$ cat src/rtl/usrt_pkg.sv
// Shared receive/transmit definitions: FSM state encodings, default frame geometry
// and the parity helper used by the optional parity stage.
package usrt_pkg;

    localparam int C_OVERSAMPLE = 16;
    localparam int C_DATA_BITS  = 8;

    typedef logic [2:0] usrt_state_t;

    localparam usrt_state_t ST_IDLE   = 3'd0;
    localparam usrt_state_t ST_START  = 3'd1;
    localparam usrt_state_t ST_DATA   = 3'd2;
    localparam usrt_state_t ST_PARITY = 3'd3;
    localparam usrt_state_t ST_STOP   = 3'd4;
    localparam usrt_state_t ST_BREAK  = 3'd5;

    // Returns 1 when the vector holds an odd number of ones (even-parity violation).
    function automatic logic parity_odd(input logic [31:0] bits);
        return ^bits;
    endfunction

endpackage

$ cat src/rtl/usrt_sync.sv
// Multi-flop synchronizer for the asynchronous serial line; resets to the idle (high) level.
module usrt_sync #(
    parameter int SYNC_STAGES = 2
) (
    input  logic clk,
    input  logic rst,
    input  logic din,
    output logic dout
);

    logic [SYNC_STAGES-1:0] stage_r;

    // Shift chain; reset to 1 so a reset never looks like a start edge.
    always_ff @(posedge clk) begin
        if (rst) begin
            stage_r <= {SYNC_STAGES{1'b1}};
        end else begin
            stage_r <= {stage_r[SYNC_STAGES-2:0], din};
        end
    end

    assign dout = stage_r[SYNC_STAGES-1];

endmodule

$ cat src/rtl/usrt_rx_frame.sv
// Oversampling async receiver: start validation, mid-bit sampling, stop check, holding register.
// Define USRT_RX_PARITY_EN to add an even-parity bit and the o_Parity_Err output.
module usrt_rx_frame
    import usrt_pkg::*;
#(
    parameter int DATA_BITS   = C_DATA_BITS,
    parameter int OVERSAMPLE  = C_OVERSAMPLE,
    parameter int SYNC_STAGES = 2
) (
    input  logic                 i_Pclk,
    input  logic                 i_Rst,
    input  logic                 i_Os_Tick,
    input  logic                 i_Enable,
    input  logic                 i_Rx_Serial,
    output logic [DATA_BITS-1:0] o_Data,
    output logic                 o_Valid,
    input  logic                 i_Ready,
    output logic                 o_Busy,
    output logic                 o_Frame_Err,
`ifdef USRT_RX_PARITY_EN
    output logic                 o_Overrun,
    output logic                 o_Parity_Err
`else
    output logic                 o_Overrun
`endif
);

    localparam int CW = $clog2(OVERSAMPLE);
    localparam int BW = $clog2(DATA_BITS + 1);
    localparam logic [CW-1:0] CNT_ONE  = CW'(1);
    localparam logic [CW-1:0] CNT_HALF = CW'(OVERSAMPLE / 2 - 1);
    localparam logic [CW-1:0] CNT_FULL = CW'(OVERSAMPLE - 1);
    localparam logic [BW-1:0] BIT_ONE  = BW'(1);
    localparam logic [BW-1:0] BIT_LAST = BW'(DATA_BITS - 1);

    logic                 rx_s;
    usrt_state_t          state_r, state_nx_s;
    logic [CW-1:0]        cnt_r, cnt_nx_s;
    logic [BW-1:0]        bit_r, bit_nx_s;
    logic [DATA_BITS-1:0] shift_r, shift_nx_s;
    logic                 stop_ok_s, stop_bad_s, consume_s;
`ifdef USRT_RX_PARITY_EN
    logic                 par_bad_r, par_bad_nx_s, par_err_s;
`endif

    usrt_sync #(.SYNC_STAGES(SYNC_STAGES)) u_sync (
        .clk  (i_Pclk),
        .rst  (i_Rst),
        .din  (i_Rx_Serial),
        .dout (rx_s)
    );

    // Next-state logic; everything advances only on oversample ticks, disable wins.
    always_comb begin
        state_nx_s = state_r;
        cnt_nx_s   = cnt_r;
        bit_nx_s   = bit_r;
        shift_nx_s = shift_r;
        stop_ok_s  = 1'b0;
        stop_bad_s = 1'b0;
`ifdef USRT_RX_PARITY_EN
        par_bad_nx_s = par_bad_r;
        par_err_s    = 1'b0;
`endif
        if (!i_Enable) begin
            state_nx_s = ST_IDLE;
            cnt_nx_s   = {CW{1'b0}};
            bit_nx_s   = {BW{1'b0}};
        end else if (i_Os_Tick) begin
            case (state_r)
                ST_IDLE: begin
                    if (!rx_s) begin
                        state_nx_s = ST_START;
                        cnt_nx_s   = {CW{1'b0}};
                    end else begin
                        state_nx_s = ST_IDLE;
                    end
                end
                ST_START: begin
                    if (cnt_r == CNT_HALF) begin
                        cnt_nx_s   = {CW{1'b0}};
                        bit_nx_s   = {BW{1'b0}};
                        state_nx_s = rx_s ? ST_IDLE : ST_DATA;
                    end else begin
                        cnt_nx_s = cnt_r + CNT_ONE;
                    end
                end
                ST_DATA: begin
                    if (cnt_r == CNT_FULL) begin
                        cnt_nx_s   = {CW{1'b0}};
                        shift_nx_s = DATA_BITS'({rx_s, shift_r} >> 1);
                        if (bit_r == BIT_LAST) begin
                            bit_nx_s = {BW{1'b0}};
`ifdef USRT_RX_PARITY_EN
                            state_nx_s = ST_PARITY;
`else
                            state_nx_s = ST_STOP;
`endif
                        end else begin
                            bit_nx_s = bit_r + BIT_ONE;
                        end
                    end else begin
                        cnt_nx_s = cnt_r + CNT_ONE;
                    end
                end
`ifdef USRT_RX_PARITY_EN
                ST_PARITY: begin
                    if (cnt_r == CNT_FULL) begin
                        cnt_nx_s     = {CW{1'b0}};
                        par_bad_nx_s = parity_odd(32'({shift_r, rx_s}));
                        state_nx_s   = ST_STOP;
                    end else begin
                        cnt_nx_s = cnt_r + CNT_ONE;
                    end
                end
`endif
                ST_STOP: begin
                    if (cnt_r == CNT_FULL) begin
                        cnt_nx_s   = {CW{1'b0}};
                        stop_ok_s  = rx_s;
                        stop_bad_s = !rx_s;
                        state_nx_s = rx_s ? ST_IDLE : ST_BREAK;
`ifdef USRT_RX_PARITY_EN
                        par_err_s  = par_bad_r;
`endif
                    end else begin
                        cnt_nx_s = cnt_r + CNT_ONE;
                    end
                end
                ST_BREAK: begin
                    state_nx_s = rx_s ? ST_IDLE : ST_BREAK;
                end
                default: begin
                    state_nx_s = ST_IDLE;
                    cnt_nx_s   = {CW{1'b0}};
                    bit_nx_s   = {BW{1'b0}};
                end
            endcase
        end else begin
            state_nx_s = state_r;
        end
    end

    // FSM state, counters, shift register and registered status pulses.
    always_ff @(posedge i_Pclk) begin
        if (i_Rst) begin
            state_r     <= ST_IDLE;
            cnt_r       <= {CW{1'b0}};
            bit_r       <= {BW{1'b0}};
            shift_r     <= {DATA_BITS{1'b0}};
            o_Busy      <= 1'b0;
            o_Frame_Err <= 1'b0;
`ifdef USRT_RX_PARITY_EN
            par_bad_r    <= 1'b0;
            o_Parity_Err <= 1'b0;
`endif
        end else begin
            state_r     <= state_nx_s;
            cnt_r       <= cnt_nx_s;
            bit_r       <= bit_nx_s;
            shift_r     <= shift_nx_s;
            o_Busy      <= (state_nx_s != ST_IDLE);
            o_Frame_Err <= stop_bad_s;
`ifdef USRT_RX_PARITY_EN
            par_bad_r    <= par_bad_nx_s;
            o_Parity_Err <= par_err_s;
`endif
        end
    end

    assign consume_s = o_Valid & i_Ready;

    // Holding register: a load coinciding with a consume replaces the byte without overrun.
    always_ff @(posedge i_Pclk) begin
        if (i_Rst) begin
            o_Data    <= {DATA_BITS{1'b0}};
            o_Valid   <= 1'b0;
            o_Overrun <= 1'b0;
        end else begin
            if (stop_ok_s && (!o_Valid || consume_s)) begin
                o_Data  <= shift_r;
                o_Valid <= 1'b1;
            end else if (consume_s) begin
                o_Valid <= 1'b0;
            end else begin
                o_Valid <= o_Valid;
            end
            if (consume_s) begin
                o_Overrun <= 1'b0;
            end else if (stop_ok_s && o_Valid) begin
                o_Overrun <= 1'b1;
            end else begin
                o_Overrun <= o_Overrun;
            end
        end
    end

endmodule

$ cat config.mk
export PLATFORM = sky130hd
export DESIGN_NAME = usrt_rx_frame
export DESIGN_NICKNAME = d
export VERILOG_FILES = /design/src/rtl/usrt_pkg.sv /design/src/rtl/usrt_sync.sv /design/src/rtl/usrt_rx_frame.sv
export SDC_FILE = /design/constraint.sdc
export NUM_CORES = 1
export LEC_CHECK = 0
export ABC_CLOCK_PERIOD_IN_PS = 1800
export CAP_MARGIN = 20
export CORE_MARGIN = 2
export CORE_UTILIZATION = 30
export CTS_BUF_LIST = sky130_fd_sc_hd__clkbuf_8
export CTS_CLUSTER_DIAMETER = 150
export DETAILED_ROUTE_END_ITERATION = 10
export MAX_ROUTING_LAYER = met4
export SLEW_MARGIN = 20
export SYNTH_ARGS = -nofsm -noshare
export SYNTH_HDL_FRONTEND = slang
export SYNTH_HIERARCHICAL = 1
export SYNTH_SLANG_ARGS = --single-unit
$ cat constraint.sdc
create_clock -name i_Pclk -period 1.8 [get_ports i_Pclk]
set_clock_uncertainty 0.15 [all_clocks]
set_input_delay 0.27 -clock i_Pclk [delete_from_list [all_inputs] [get_ports i_Pclk]]
set_output_delay 0.27 -clock i_Pclk [all_outputs]
set_load 0.01 [all_outputs]
-- After elaboration in Yosys (flattened, before gate mapping)
Cells that the tools add are included.
- bits in registers: 33
- bits of input ports: 6
- add/sub/neg operators: 2
- equality and inequality tests: 10
- multiplexer cells: 24
- bitwise gates (word level): 7
- reductions and logical operators: 16
- operators by type and width (operator ; number):
    $mux 4 ; 6
    $mux 3 ; 7
    $pmux 4 s4 ; 1
    $pmux 3 s5 ; 1
    $pmux 4 s3 ; 1
    $add 4x1->4 const B ; 2
    $eq 4x3->1 const B ; 2
    $reduce_and 4->1 ; 2
    $mux 1 ; 7
    $eq 3x3->1 const B ; 2
    $ne 2x2->1 const B ; 3
    $not 1->1 ; 6
    $reduce_or 2->1 ; 3
    $reduce_or 5->1 ; 1
    $eq 4x4->1 const B ; 1
    $eq 3x1->1 const B ; 1
    $eq 3x2->1 const B ; 1
    $logic_not 3->1 ; 1
    $reduce_and 3->1 ; 1
    $reduce_bool 3->1 ; 1
    $reduce_or 3->1 ; 1
    $logic_and 1x1->1 ; 2
    $logic_not 1->1 ; 2
    $mux 2 ; 1
    other kinds (3) ; 3

-- Logic depth before layout (Yosys ltp)
Gate-level depths: netlist (run 1).
- word-level depth: 7
- mapped depth: 5
- gate-level depth less buffers: 5

-- Hierarchy
Netlist (run 1), hierarchy kept.
- by module, submodules not included (module ; instances ; cells each ; area an instance (um^2) ; seq. area each (um^2)):
    usrt_rx_frame ; 1 ; 162 ; 1505.2 ; 620.6
    usrt_sync ; 1 ; 4 ; 52.6 ; 40.0

-- Worst setup path after synthesis (run 1)
No wires, ideal clock.
- kind: register to register
- from: register cnt_r[0]
- to: register o_Data[1]
- library setup time: 0.128 ns
- data arrival time: 1.705 ns
- path slack: -0.183 ns
- stages on the path, launching flop included: 6
- clock period less this slack: 1.983 ns
- path through: dfxtp_1 ha_1 nand3_1 nor4_4 mux2i_1 nor2_1
- longest elaborated chain between the ends: 6
- RTL lines (what ; RTL line ; source):
    start, declared ; usrt_rx_frame.sv:38 ; logic [CW-1:0] cnt_r, cnt_nx_s;
    start signal, assigned ; usrt_rx_frame.sv:148 ; cnt_r <= {CW{1'b0}};
    start signal, assigned ; usrt_rx_frame.sv:159 ; cnt_r <= cnt_nx_s;
    $eq 4x4->1 ; usrt_rx_frame.sv:118 ; if (cnt_r == CNT_FULL) begin
    $mux 1 ; usrt_rx_frame.sv:118 ;
    $mux 1 ; usrt_rx_frame.sv:70 ; case (state_r)
    $mux 1 ; usrt_rx_frame.sv:69 ; end else if (i_Os_Tick) begin
    $mux 1 ; usrt_rx_frame.sv:65 ; if (!i_Enable) begin
    $logic_and 1x1->1 ; usrt_rx_frame.sv:180 ; if (stop_ok_s && (!o_Valid || consume_s)) begin
    end signal, assigned ; usrt_rx_frame.sv:176 ; o_Data <= {DATA_BITS{1'b0}};
    end signal, assigned ; usrt_rx_frame.sv:181 ; o_Data <= shift_r;
    end, declared ; usrt_rx_frame.sv:15 ; output logic [DATA_BITS-1:0] o_Data,
Every way passes these cells.
A chain may end at the register's enable or synchronous reset.

-- Worst setup path after layout (run 1)
- from: register state_r[1]
- to: register o_Busy
- longest elaborated chain between the ends: 6
- RTL lines (what ; RTL line ; source):
    start, declared ; usrt_rx_frame.sv:37 ; usrt_state_t state_r, state_nx_s;
    start signal, assigned ; usrt_rx_frame.sv:158 ; state_r <= state_nx_s;
    $mux 3 ; usrt_rx_frame.sv:92 ; if (bit_r == BIT_LAST) begin
    $mux 3 ; usrt_rx_frame.sv:89 ; if (cnt_r == CNT_FULL) begin
    $pmux 3 s5 ; usrt_rx_frame.sv:70 ;
    $mux 3 * ; usrt_rx_frame.sv:69 ;
    $mux 3 * ; usrt_rx_frame.sv:65 ;
    $reduce_bool 3->1 * ; usrt_rx_frame.sv:162 ; o_Busy <= (state_nx_s != ST_IDLE);
    end signal, assigned ; usrt_rx_frame.sv:162 ;
    end, declared ; usrt_rx_frame.sv:18 ; output logic o_Busy,
Mark *: on every way between the ends. The rest lies on a longest branch, timed or not.

==> results of run 1 <==
## worst max-delay path by stage
| stage | depth (start not counted) | from | to | slack [ns] |
|---|---|---|---|---|
| finish | 4 | state_r[1]$_SDFF_PP0_ | o_Busy$_SDFF_PP0_ | 0.03 |
| global route | 5 | state_r[2]$_SDFF_PP0_ | o_Data[0]$_SDFFE_PP0P_ | -0.05 |
| CTS | 5 | i_Rst | o_Busy$_SDFF_PP0_ | 0.02 |
| detailed placement | 5 | i_Rst | o_Busy$_SDFF_PP0_ | -0.31 |
| global placement | 5 | i_Rst | o_Busy$_SDFF_PP0_ | -0.28 |
| floorplan | 4 | state_r[0]$_SDFF_PP0_ | o_Data[1]$_SDFFE_PP0P_ | -0.06 |
## synthesized netlist by cell type, types with 3 or more instances
| cell type | instances |
|---|---|
| nand3_1 | 8 |
| dfxtp_1 | 33 |
| mux2i_1 | 18 |
| nand2b_1 | 4 |
| o21ai_0 | 4 |
| nand4b_1 | 3 |
| nor2_1 | 21 |
| a21oi_1 | 5 |
| nand2_1 | 10 |
| clkbuf_1 | 5 |
| or2_1 | 5 |
| nand3b_1 | 3 |
| nor3_1 | 3 |
## where the power goes
part	leakage [nW]	switching (mW)	internal [mW]	total (mW)
registers	0.268	0.00222	0.734	0.736
logic	0.470	0.0429	0.0455	0.0883
clock network	0.0543	0.287	0.414	0.701
total	0.792	0.332	1.19	1.53
## what timing repair did
action / in CTS / in global routing
setup buffers: 0 / 2
setup endpoints to repair: 11 / 10
pin swaps: 2 / 3
resized for setup: 6 / 5
hold buffers: 0 / 0
## flip-flops by register name (all words and copies together) (netlist names)
signal / flops
shift_r: 8
o_Overrun: 1
o_Valid: 1
o_Busy: 1
bit_r: 4
state_r: 3
u_sync/stage_r: 2
cnt_r: 4
o_Data: 8
o_Frame_Err: 1
## through the flow
| step | utilization [%] | area (um^2) | total power [mW] |
|---|---|---|---|
| floorplan | - | 1570 | 0.793 |
| global placement | 39.9 | 2020 | 0.841 |
| detailed placement | 39.9 | 2020 | 0.841 |
| CTS | 42.7 | 2170 | 1.55 |
| global route | 43.2 | 2190 | 1.59 |
| finish | 43.2 | 2190 | 1.53 |
## routing by layer
layer  vias up  track usage [%]
met3         9             4.15
met4         0             7.27
met1       671             16.7
met5         -                -
met2        28             20.6
li1        693                -
## layout make-up
| type | count | area, um^2 | area share (%) |
|---|---|---|---|
| Sequential cell | 33 | 666 | 30.3 |
| Tap cell | 70 | 87.6 | 3.99 |
| Multi-Input combinational cell | 124 | 898 | 40.9 |
| Clock inverter | 3 | 46.3 | 2.11 |
| Timing Repair Buffer | 46 | 428 | 19.5 |
| Clock buffer | 5 | 68.8 | 3.14 |
## cells by family after synthesis
| logic type | share of synthesized area [%] |
|---|---|
| XOR/XNOR | 1.12 |
| AND/OR/NAND/NOR | 28.2 |
| multiplexers | 11.6 |
| adder cells (fa/ha/maj) | 1.61 |
| AO/OA/AOI/OAI | 12.6 |
| flip-flops | 42.4 |
| buffers and inverters | 2.49 |
## critical path, stage by stage (launching register included)
cell	delay (ns)
dfxtp_1	0.34
or4b_1	0.49
or4_4	0.42
a32oi_2	0.19
a211o_1	0.12
==> summary.md, run 1 <==
| Metric | Value |
|---|---|
| Row count | `26` |
| Most used flip-flop cell after synthesis | `dfxtp_1` |
| Fillers | `513` |
| Reg2reg end | `o_Busy$_SDFF_PP0_` |
| Syn avg cell area | `9.38 um^2` |
| Top cell type's share of synthesized area | `42.4%` |
| Setup crit start kind | `flip-flop` |
| Htree depth | `2` |
| CTS tree | `done` |
| Worst Tran Pin Value | `0.399 ns` |
| DR iter-0 viols | `54` |
| Final setup vio count | `0` |
| Worst hold path endpoint | `state_r[1]$_SDFF_PP0_` |
| Routed len/inst | `12.8 um` |
| Max Cap Viol | `0` |
| Num CTS Buffers | `5` |
| RSZ-0062 raised after global routing | `yes` |
| 1st-pass router iterations | `4` |
| Met2 wire len | `1620 um` |
| Worst skew pair latency | `0.29 ns` |
| Relative slew slack | `73.4%` |
| HP Class | `input pin to flip-flop` |
| Final wirelength | `3600 um` |
| Leakage power | `0.792 nW` |
| Min Hold Slack | `0.247 ns` |
| Final HPWL from detailed placement | `2530 um` |
| Critical R2R Launch | `state_r[1]$_SDFF_PP0_` |
| Syn Std Cell Area | `1560 um^2` |
| R2R depth | `4` |
| Crit end category | `flip-flop` |
| Yosys warning count | `6` |
| Antenna violations before repair | `0` |
| Min Tclk post-route | `1.77 ns` |
| Crit Path Max Fanout | `4` |
| Die H | `76.1 um` |
| Global-route wire length before repair | `6270 um` |
| Commonest non-fill, non-tap cell in the layout | `dfxtp_1` |
| Highest Signal Layer | `met4` |
| Power Density | `695 nW/um^2` |
| Nets | `218` |
| Post-Syn Nets | `174` |
| Synthesized flop and latch total | `33` |
| Crit share post-route | `98.2%` |
| Number of global-route vias before repair | `1348` |
| Die area | `5790 um^2` |
| Hold Startpoint | `i_Rst` |
| Most frequent cells in the layout | `29 x dfxtp_1, 26 x buf_4, 21 x nor2_1` |
| Global Route Usage Sum | `13.8%` |
| Largest net degree at the start of global routing | `24` |
| EDFF count, synth | `0` |
| Core area | `5070 um^2` |
| I/O pin count | `18` |
| DR WL met3 | `194 um` |
| Worst EP arrival | `1.85 ns` |
| Slew Limit Fails | `0` |
| CTS sink cnt | `33` |
| Remaining global-route overflow | `0` |
| Die width | `76.1 um` |
| PortBufs | `17` |
| Clock-pin transition on the worst setup and hold timing paths | `0.07 ns` |
| Via count | `1401` |
| Crit Path Class | `flip-flop to flip-flop` |
| Maximum VDD drop | `0.405 mV` |
| Non-Filler Instances | `281` |
| Avg Vias per Cell | `4.99` |
| Synth area leader | `dfxtp_1` |
| Synthesized instance count | `166` |
| Final Hold Fails | `0` |
| Root buf cell | `clkbuf_8` |
| Area delta synth->final | `40.9%` |
| FMAX | `0.565 GHz` |
| Detail Route Antenna Nets | `0` |
| Share of layout cells above drive strength 1 | `25.1%` |
| Placed Cells | `271` |
| Final WS setup | `0.0316 ns` |
| Synth cell types | `48` |
| WL met1 | `1690 um` |
| Synth area leaders | `dfxtp_1 42%, mux2i_1 12%, nor2_1 5.1%` |
| Sequential fraction of the synthesis area | `42.4%` |
| Final RePlAce weighted congestion | `0.855` |
| Status | `finished clean` |
| Hold path cells | `4` |
| Setup WS pre-CTS | `-0.311 ns` |
| Worst R2R Setup Slack | `0.03 ns` |
| Setup TNS | `0 ns` |
| DR DRC count | `0` |
| Initial Utilization | `30.7%` |
| Max clock buf depth | `2` |
| FFs w/ async S/R, synth | `0%` |
| # diodes | `0` |
| CP required | `1.88 ns` |
Note: power is estimated with default switching activity, not from simulation.
==> run 2: changes to the inputs <==
ABC_AREA = 1   (was not set)
==> run 2 against run 1 <==
Final area down 12%. Critical path depth is 4 higher. Synthesized cell count up 28%. Maximum frequency is 7.5% higher. Non-clock buffer count fell by 22. Die area decreased by 0.62%. Combinational power increased by 11%. Area after synthesis fell by 0.64%. Via count is 2.2% lower.
==> summary.md, run 2 <==
| Metric | Value |
|---|---|
| Clock power share | `39.3% (-6.6 points)` |
| Fillers | `534 (+4.1%)` |
| CP cell instances | `ha_1 -> nand2_2 -> nor2_2 -> nand2_1 -> nand2_1 -> nand3_1 -> o21ai_0 -> nor2_1` |
| Htree depth | `2 (unchanged)` |
| CP bufs+invs | `0 (unchanged)` |
| Most frequent cells in the layout | `36 x nand2_1, 33 x dfxtp_1, 29 x nor2_1` |
| Register area | `661 um^2 (-0.75%)` |
| Num CTS Buffers | `5 (unchanged)` |
| DR DRC count | `0 (unchanged)` |
| Fin area | `1920 um^2 (-12%)` |
| Top cell type's share of synthesized area | `42.7% (+0.27 points)` |
| Gr busiest metal | `met2` |
| Yosys warning count | `6 (unchanged)` |
| Met3 Track Usage GR | `3.97% (-0.18 points)` |
| Slew Limit Fails | `0 (unchanged)` |
| I/O pin count | `18 (unchanged)` |
| Seq pwr share | `53.7% (+5.4 points)` |
| Leakage power | `0.809 nW (+2.1%)` |
| Die width | `75.8 um (-0.31%)` |
| Via count | `1370 (-2.2%)` |
| Power share of the combinational group | `7.1% (+1.3 points)` |
| Synth cell types | `23 (-52%)` |
| Crit end category | `flip-flop` |
| Synth area leaders | `dfxtp_1 43%, nand2_1 8.7%, nor2_1 7.0%` |
| Worst skew pair latency | `0.28 ns (about the same)` |
| Critical-path top delay cell | `dfxtp_1` |
| Root buf cell | `clkbuf_8` |
| EDFF count, synth | `0 (unchanged)` |
| Remaining global-route overflow | `0 (unchanged)` |
| Hold-fix buffers, CTS | `0 (unchanged)` |
| RSZ-0062 raised after global routing | `no` |
| Maximum VDD drop | `0.459 mV (+13%)` |
| Synthesized flop and latch total | `33 (unchanged)` |
| 1st-pass router iterations | `4 (unchanged)` |
| Routed len/inst | `9.90 um (-23%)` |
| CP required | `1.83 ns (-0.05 ns)` |
| CTS sink cnt | `33 (unchanged)` |
| Met2 usage | `18.4% (-2.2 points)` |
| P_sw | `345 uW (+3.8%)` |
| Final Hold Fails | `0 (unchanged)` |
| Sequential fraction of the synthesis area | `42.7% (+0.27 points)` |
| Avg Vias per Cell | `4.41 (-12%)` |
| Crit Path Max Fanout | `3 (-1)` |
| Die H | `75.8 um (-0.31%)` |
| Post-Syn Nets | `220 (+26%)` |
| Synthesized instance count | `212 (+28%)` |
| Die area | `5750 um^2 (-0.62%)` |
| Top cells by count, synth | `36 x nand2_1, 33 x dfxtp_1, 29 x nor2_1` |
| Non-Filler Instances | `311 (+11%)` |
| Clock-pin transition on the worst setup and hold timing paths | `0.07 ns (about the same)` |
| Total power | `1.39 mW (-8.9%)` |
| Post-CTS Resized | `0 (-6)` |
| Syn avg cell area | `7.30 um^2 (-22%)` |
| Crit Path Class | `flip-flop to flip-flop` |
| FMAX | `0.608 GHz (+7.5%)` |
| CTS tree | `done` |
| Pint | `1.04 mW (-13%)` |
| Sw Share | `24.8% (+3.1 points)` |
| Count leader, synth | `nand2_1` |
| Row count | `26 (unchanged)` |
| Core area | `5040 um^2 (-0.64%)` |
| Final HPWL from detailed placement | `2340 um (-7.4%)` |
| Global-route wire length before repair | `5310 um (-15%)` |
| Final RePlAce weighted congestion | `0.813 (-4.9%)` |
| Share of layout cells above drive strength 1 | `14.5% (-11 points)` |
| Relative slew slack | `83.3% (+9.9 points)` |
| Total setup buffers inserted after CTS | `0 (unchanged)` |
| Min Tclk post-route | `1.65 ns (-0.123 ns)` |
| Setup crit start kind | `flip-flop` |
| Status | `finished clean` |
| Commonest non-fill, non-tap cell in the layout | `nand2_1` |
| Crit share post-route | `91.4% (-6.8 points)` |
| # diodes | `0 (unchanged)` |
| Max stage delay on crit path | `0.36 ns (-0.13 ns)` |
| PortBufs | `17 (unchanged)` |
| Max clock buf depth | `2 (unchanged)` |
| Worst Tran Pin Value | `0.249 ns (-0.150 ns)` |
| Final Util | `38.1% (-5.1 points)` |
| Largest registers | `o_Data x8, shift_r x8` |
| Initial Utilization | `30.7% (about the same)` |
| Multi-input gate area | `741 um^2 (-18%)` |
| CP dominant cell by count | `nand2_1` |
| Max Cap Viol | `0 (unchanged)` |
| Final wirelength | `3080 um (-14%)` |
| Crit path max-delay family | `simple AND/OR/NAND/NOR gates` |
| Met1 GRT Util | `16.1% (-0.62 points)` |
| HP Class | `flip-flop to flip-flop` |
| Placed Cells | `303 (+12%)` |
| Setup TNS | `0 ns (unchanged)` |
| DR iter-0 viols | `51 (-5.6%)` |
| Nets | `248 (+14%)` |
| Worst EP arrival | `1.68 ns (-0.17 ns)` |
| Area delta synth->final | `24.2%` |
| FFs w/ async S/R, synth | `0% (unchanged)` |
| Power Density | `723 nW/um^2 (+4.0%)` |
| Detail Route Antenna Nets | `0 (unchanged)` |
| Global Route Usage Sum | `12.6% (-1.1 points)` |
| Syn Std Cell Area | `1550 um^2 (-0.64%)` |
| Placement Cell Area | `1840 um^2 (-9.3%)` |
| Antenna violations before repair | `0 (unchanged)` |
| Most used flip-flop cell after synthesis | `dfxtp_1` |
| Synth area leader | `dfxtp_1` |
| Largest net degree at the start of global routing | `18 (-25%)` |
| Final setup vio count | `0 (unchanged)` |
| Number of global-route vias before repair | `1251 (-7.2%)` |
-- run 2: cell types whose count changed after synthesis, sizes merged, moves of 3 or more --
cell    before  now
nand4b       3    0
inv          0   33
or2          5    1
nand2       10   39
nand2b       4    0
mux2i       18    0
nor3         4    1
o21ai        5   22
a21oi        5   20
nor2        21   35
nand3        8   17
clkbuf       5    1
-- run 2: per-layer routing --
metal  part of all wire, %  routed length, um
met2                    42               1280
met4                   2.1                 65
met1                    53               1620
met3                   3.6                111
met5                     0                  0
-- run 2: worst register-to-register path: stages, from the launching register on --
cell and delay, ns:
dfxtp_1 0.36, ha_1 0.26, nand2_2 0.10, nor2_2 0.14
nand2_1 0.07, nand2_1 0.10, nand3_1 0.12, o21ai_0 0.18
nor2_1 0.06
-- run 2: stage by stage --
| step | hold WS (ns) | worst slack (ns) |
|---|---|---|
| final | 0.258 | 0.155 |
| after detailed placement | 0.249 | 0.0460 |
| after CTS | 0.262 | 0.155 |
| after global routing | 0.313 | 0.0145 |
| after floorplan | 0.189 | 0.316 |
| after global placement | 0.247 | 0.0593 |
-- run 2: cell families after synthesis --
family	Yosys count	share of synthesized area (%)
buf+inv	36	9.46
simple gates	98	32.2
compound gates	43	14.1
fa+ha+maj	2	1.62
flops	33	42.7
-- run 2: cell type report --
cell class | instances | area share (%)
flip-flops and latches | 33 | 34.4
clock buffers | 5 | 3.58
well taps | 70 | 4.56
repair buffers | 24 | 11.6
clock inverters | 3 | 0.911
multi-input cells | 143 | 38.5
inverters | 33 | 6.45
-- run 2: path summary, 6_finish.rpt --
check                               startpoint                      endpoint  slack [ns]  cells after the start
hold / removal    u_sync/stage_r[0]$_SDFF_PP1_  u_sync/stage_r[1]$_SDFF_PP1_        0.26                      2
setup / recovery         cnt_r[0]$_SDFFE_PP0P_         bit_r[2]$_SDFFE_PP0P_        0.15                      8
hold reg to reg   u_sync/stage_r[0]$_SDFF_PP1_  u_sync/stage_r[1]$_SDFF_PP1_        0.26                      2
setup reg to reg         cnt_r[0]$_SDFFE_PP0P_         bit_r[2]$_SDFFE_PP0P_        0.15                      8
-- run 2: power groups by stage --
stage	logic [mW]	clock network, mW	registers, mW
6_report	0.0981	0.546	0.745
3_5_place_dp	0.0981	0	0.762
2_1_floorplan	0.0636	0	0.762
3_3_place_gp	0.0982	0	0.762
5_1_grt	0.110	0.608	0.747
4_1_cts	0.0987	0.565	0.745
==> run 3: changes to the inputs <==
CORE_MARGIN = 5   (was 2)
==> run 3 against run 2 <==
Routed wire length up 3.7%. Sequential cell count is the same. Via count fell by 1.7%. Die area up 16%. Sequential power about the same. Combinational power rose by 5%. Core utilization is 0.052 points higher. Final area increased by 0.78%. Global-route usage fell by 1.5 points. Sequential share of layout area is 0.27 points lower. Final cell count grew 0.64%. Critical endpoint unchanged.
==> summary.md, run 3 (same netlist as run 2, synthesis figures left out) <==
| Metric | Value |
|---|---|
| Status | `finished clean` |
| Number of global-route vias before repair | `1270 (+1.5%)` |
| # diodes | `0 (unchanged)` |
| Seq pwr share | `53.4% (-0.3 points)` |
| P_sw | `348 uW (+1.0%)` |
| Clock power share | `39.3% (about the same)` |
| PortBufs | `17 (unchanged)` |
| Final WS setup | `0.168 ns (+0.0133 ns)` |
| RSZ-0062 raised after global routing | `no` |
| FMAX | `0.613 GHz (+0.81%)` |
| Power share of the combinational group | `7.3% (+0.2 points)` |
| Max Cap Viol | `0 (unchanged)` |
| Total power | `1.40 mW (+0.45%)` |
| Setup crit start kind | `flip-flop` |
| Crit share post-route | `90.7% (-0.74 points)` |
| Largest registers | `o_Data x8, shift_r x8` |
| Placed Cells | `305 (+0.66%)` |
| CP bufs+invs | `0 (unchanged)` |
| Multi-input gate area | `741 um^2 (unchanged)` |
| Final wirelength | `3190 um (+3.7%)` |
| DR iter-0 viols | `119 (+130%)` |
| Worst skew pair latency | `0.28 ns (about the same)` |
| Die width | `81.8 um (+7.9%)` |
| Sw Share | `25.0% (+0.14 points)` |
| Most frequent cells in the layout | `36 x nand2_1, 33 x dfxtp_1, 29 x nor2_1` |
| Critical-path top delay cell | `dfxtp_1` |
| 1st-pass router iterations | `4 (unchanged)` |
| CP required | `1.83 ns (about the same)` |
| Min Tclk post-route | `1.63 ns (-0.0133 ns)` |
| Hold path cells | `2 (unchanged)` |
| HP Class | `flip-flop to flip-flop` |
| Remaining global-route overflow | `0 (unchanged)` |
| Slew Limit Fails | `0 (unchanged)` |
| Maximum VDD drop | `0.473 mV (+3.0%)` |
| Root buf cell | `clkbuf_8` |
| Initial Utilization | `30.5% (-0.20 points)` |
| Min Hold Slack | `0.259 ns (+0.000946 ns)` |
| Crit path max-delay family | `simple AND/OR/NAND/NOR gates` |
| Final HPWL from detailed placement | `2400 um (+2.5%)` |
| Post-CTS Resized | `0 (unchanged)` |
| Global Route Usage Sum | `11.2% (-1.5 points)` |
| Antenna violations before repair | `0 (unchanged)` |
| Commonest non-fill, non-tap cell in the layout | `nand2_1` |
| Non-Filler Instances | `313 (+0.64%)` |
| Core area | `5070 um^2 (+0.65%)` |
| Num CTS Buffers | `5 (unchanged)` |
| Worst Tran Pin Value | `0.263 ns (+0.0139 ns)` |
| Leakage power | `0.818 nW (+1.2%)` |
| Crit Path Class | `flip-flop to flip-flop` |
| Clock-pin transition on the worst setup and hold timing paths | `0.07 ns (about the same)` |
| Max stage delay on crit path | `0.35 ns (about the same)` |
| Crit Path Max Fanout | `3 (unchanged)` |
| Routed len/inst | `10.2 um (+3.0%)` |
| Global-route wire length before repair | `5530 um (+4.3%)` |
| Setup TNS | `0 ns (unchanged)` |
| Row count | `26 (unchanged)` |
| Largest net degree at the start of global routing | `18 (unchanged)` |
| Final setup vio count | `0 (unchanged)` |
| Hold-fix buffers, CTS | `0 (unchanged)` |
| Register area | `661 um^2 (unchanged)` |
| Die H | `81.8 um (+7.9%)` |
| R2R depth | `8 (unchanged)` |
| Fillers | `560 (+4.9%)` |
| Worst EP arrival | `1.66 ns (-0.02 ns)` |
| Worst path depth | `8 (unchanged)` |
| Pint | `1.05 mW (+0.26%)` |
| Power Density | `720 nW/um^2 (-0.33%)` |
| CTS tree | `done` |
| CTS sink cnt | `33 (unchanged)` |
| Via count | `1347 (-1.7%)` |
| Final Hold Fails | `0 (unchanged)` |
| CP cell instances | `ha_1 -> nand2_2 -> nor2_2 -> nand2_1 -> nand2_1 -> nand3_1 -> o21ai_0 -> nor2_1` |
| I/O pin count | `18 (unchanged)` |
| Die area | `6700 um^2 (+16%)` |
| Max clock buf depth | `2 (unchanged)` |
| Setup WS pre-CTS | `0.0235 ns (-0.0225 ns)` |
| Final RePlAce weighted congestion | `0.819 (+0.74%)` |
| Nets | `250 (+0.81%)` |
| Detail Route Antenna Nets | `0 (unchanged)` |
| CP dominant cell by count | `nand2_1` |
| Share of layout cells above drive strength 1 | `15.2% (+0.70 points)` |
| Relative slew slack | `82.4% (-0.93 points)` |
| Total setup buffers inserted after CTS | `0 (unchanged)` |
| DR DRC count | `0 (unchanged)` |
| Crit end category | `flip-flop` |
| Htree depth | `2 (unchanged)` |
| Avg Vias per Cell | `4.30 (-2.3%)` |
| Area delta synth->final | `25.1%` |
-- run 3: final timing paths --
path | from | to | slack [ns]
max | cnt_r[0]$_SDFFE_PP0P_ | bit_r[2]$_SDFFE_PP0P_ | 0.17
min | u_sync/stage_r[0]$_SDFF_PP1_ | u_sync/stage_r[1]$_SDFF_PP1_ | 0.26
max reg2reg | cnt_r[0]$_SDFFE_PP0P_ | bit_r[2]$_SDFFE_PP0P_ | 0.17
min reg2reg | u_sync/stage_r[0]$_SDFF_PP1_ | u_sync/stage_r[1]$_SDFF_PP1_ | 0.26
-- run 3: per-layer routing --
layer / wire length (um) / part of all wire, % / GRT usage (%) / up-vias
li1: - / - / - / 738
met1: 1700 / 53 / 14.6 / 585
met2: 1310 / 41 / 15.6 / 19
met3: 99 / 3.1 / 2.52 / 5
met4: 85 / 2.7 / 6.48 / 0
met5: 0 / 0 / - / -
-- run 3: through the flow --
step	area, um^2	utilization (%)
2_1_floorplan	1550	-
3_3_place_gp	1850	36.5
3_5_place_dp	1850	36.5
4_1_cts	1940	38.2
5_1_grt	1940	38.2
6_report	1940	38.2
-- run 3: layout make-up --
| class | instances | share of cell area, % |
|---|---|---|
| inverter | 33 | 6.40 |
| sequential | 33 | 34.1 |
| clock buffer | 5 | 3.55 |
| timing repair buffer | 26 | 12.3 |
| multi-input combinational | 143 | 38.2 |
| clock inverter | 3 | 0.904 |
| tap | 70 | 4.52 |
-- run 3: worst min-delay path: stages, from the launching register on --
cell and delay (ns):
dfxtp_1 0.31, inv_1 0.03, nand2_1 0.05
-- run 3: power by group through the flow --
| stage | Clock, mW | Sequential [mW] | Combinational (mW) |
|---|---|---|---|
| final | 0.548 | 0.745 | 0.103 |
| after global routing | 0.601 | 0.745 | 0.115 |
| after CTS | 0.570 | 0.745 | 0.103 |
| after detailed placement | 0 | 0.762 | 0.102 |
| after global placement | 0 | 0.762 | 0.103 |
| after floorplan | 0 | 0.762 | 0.0636 |
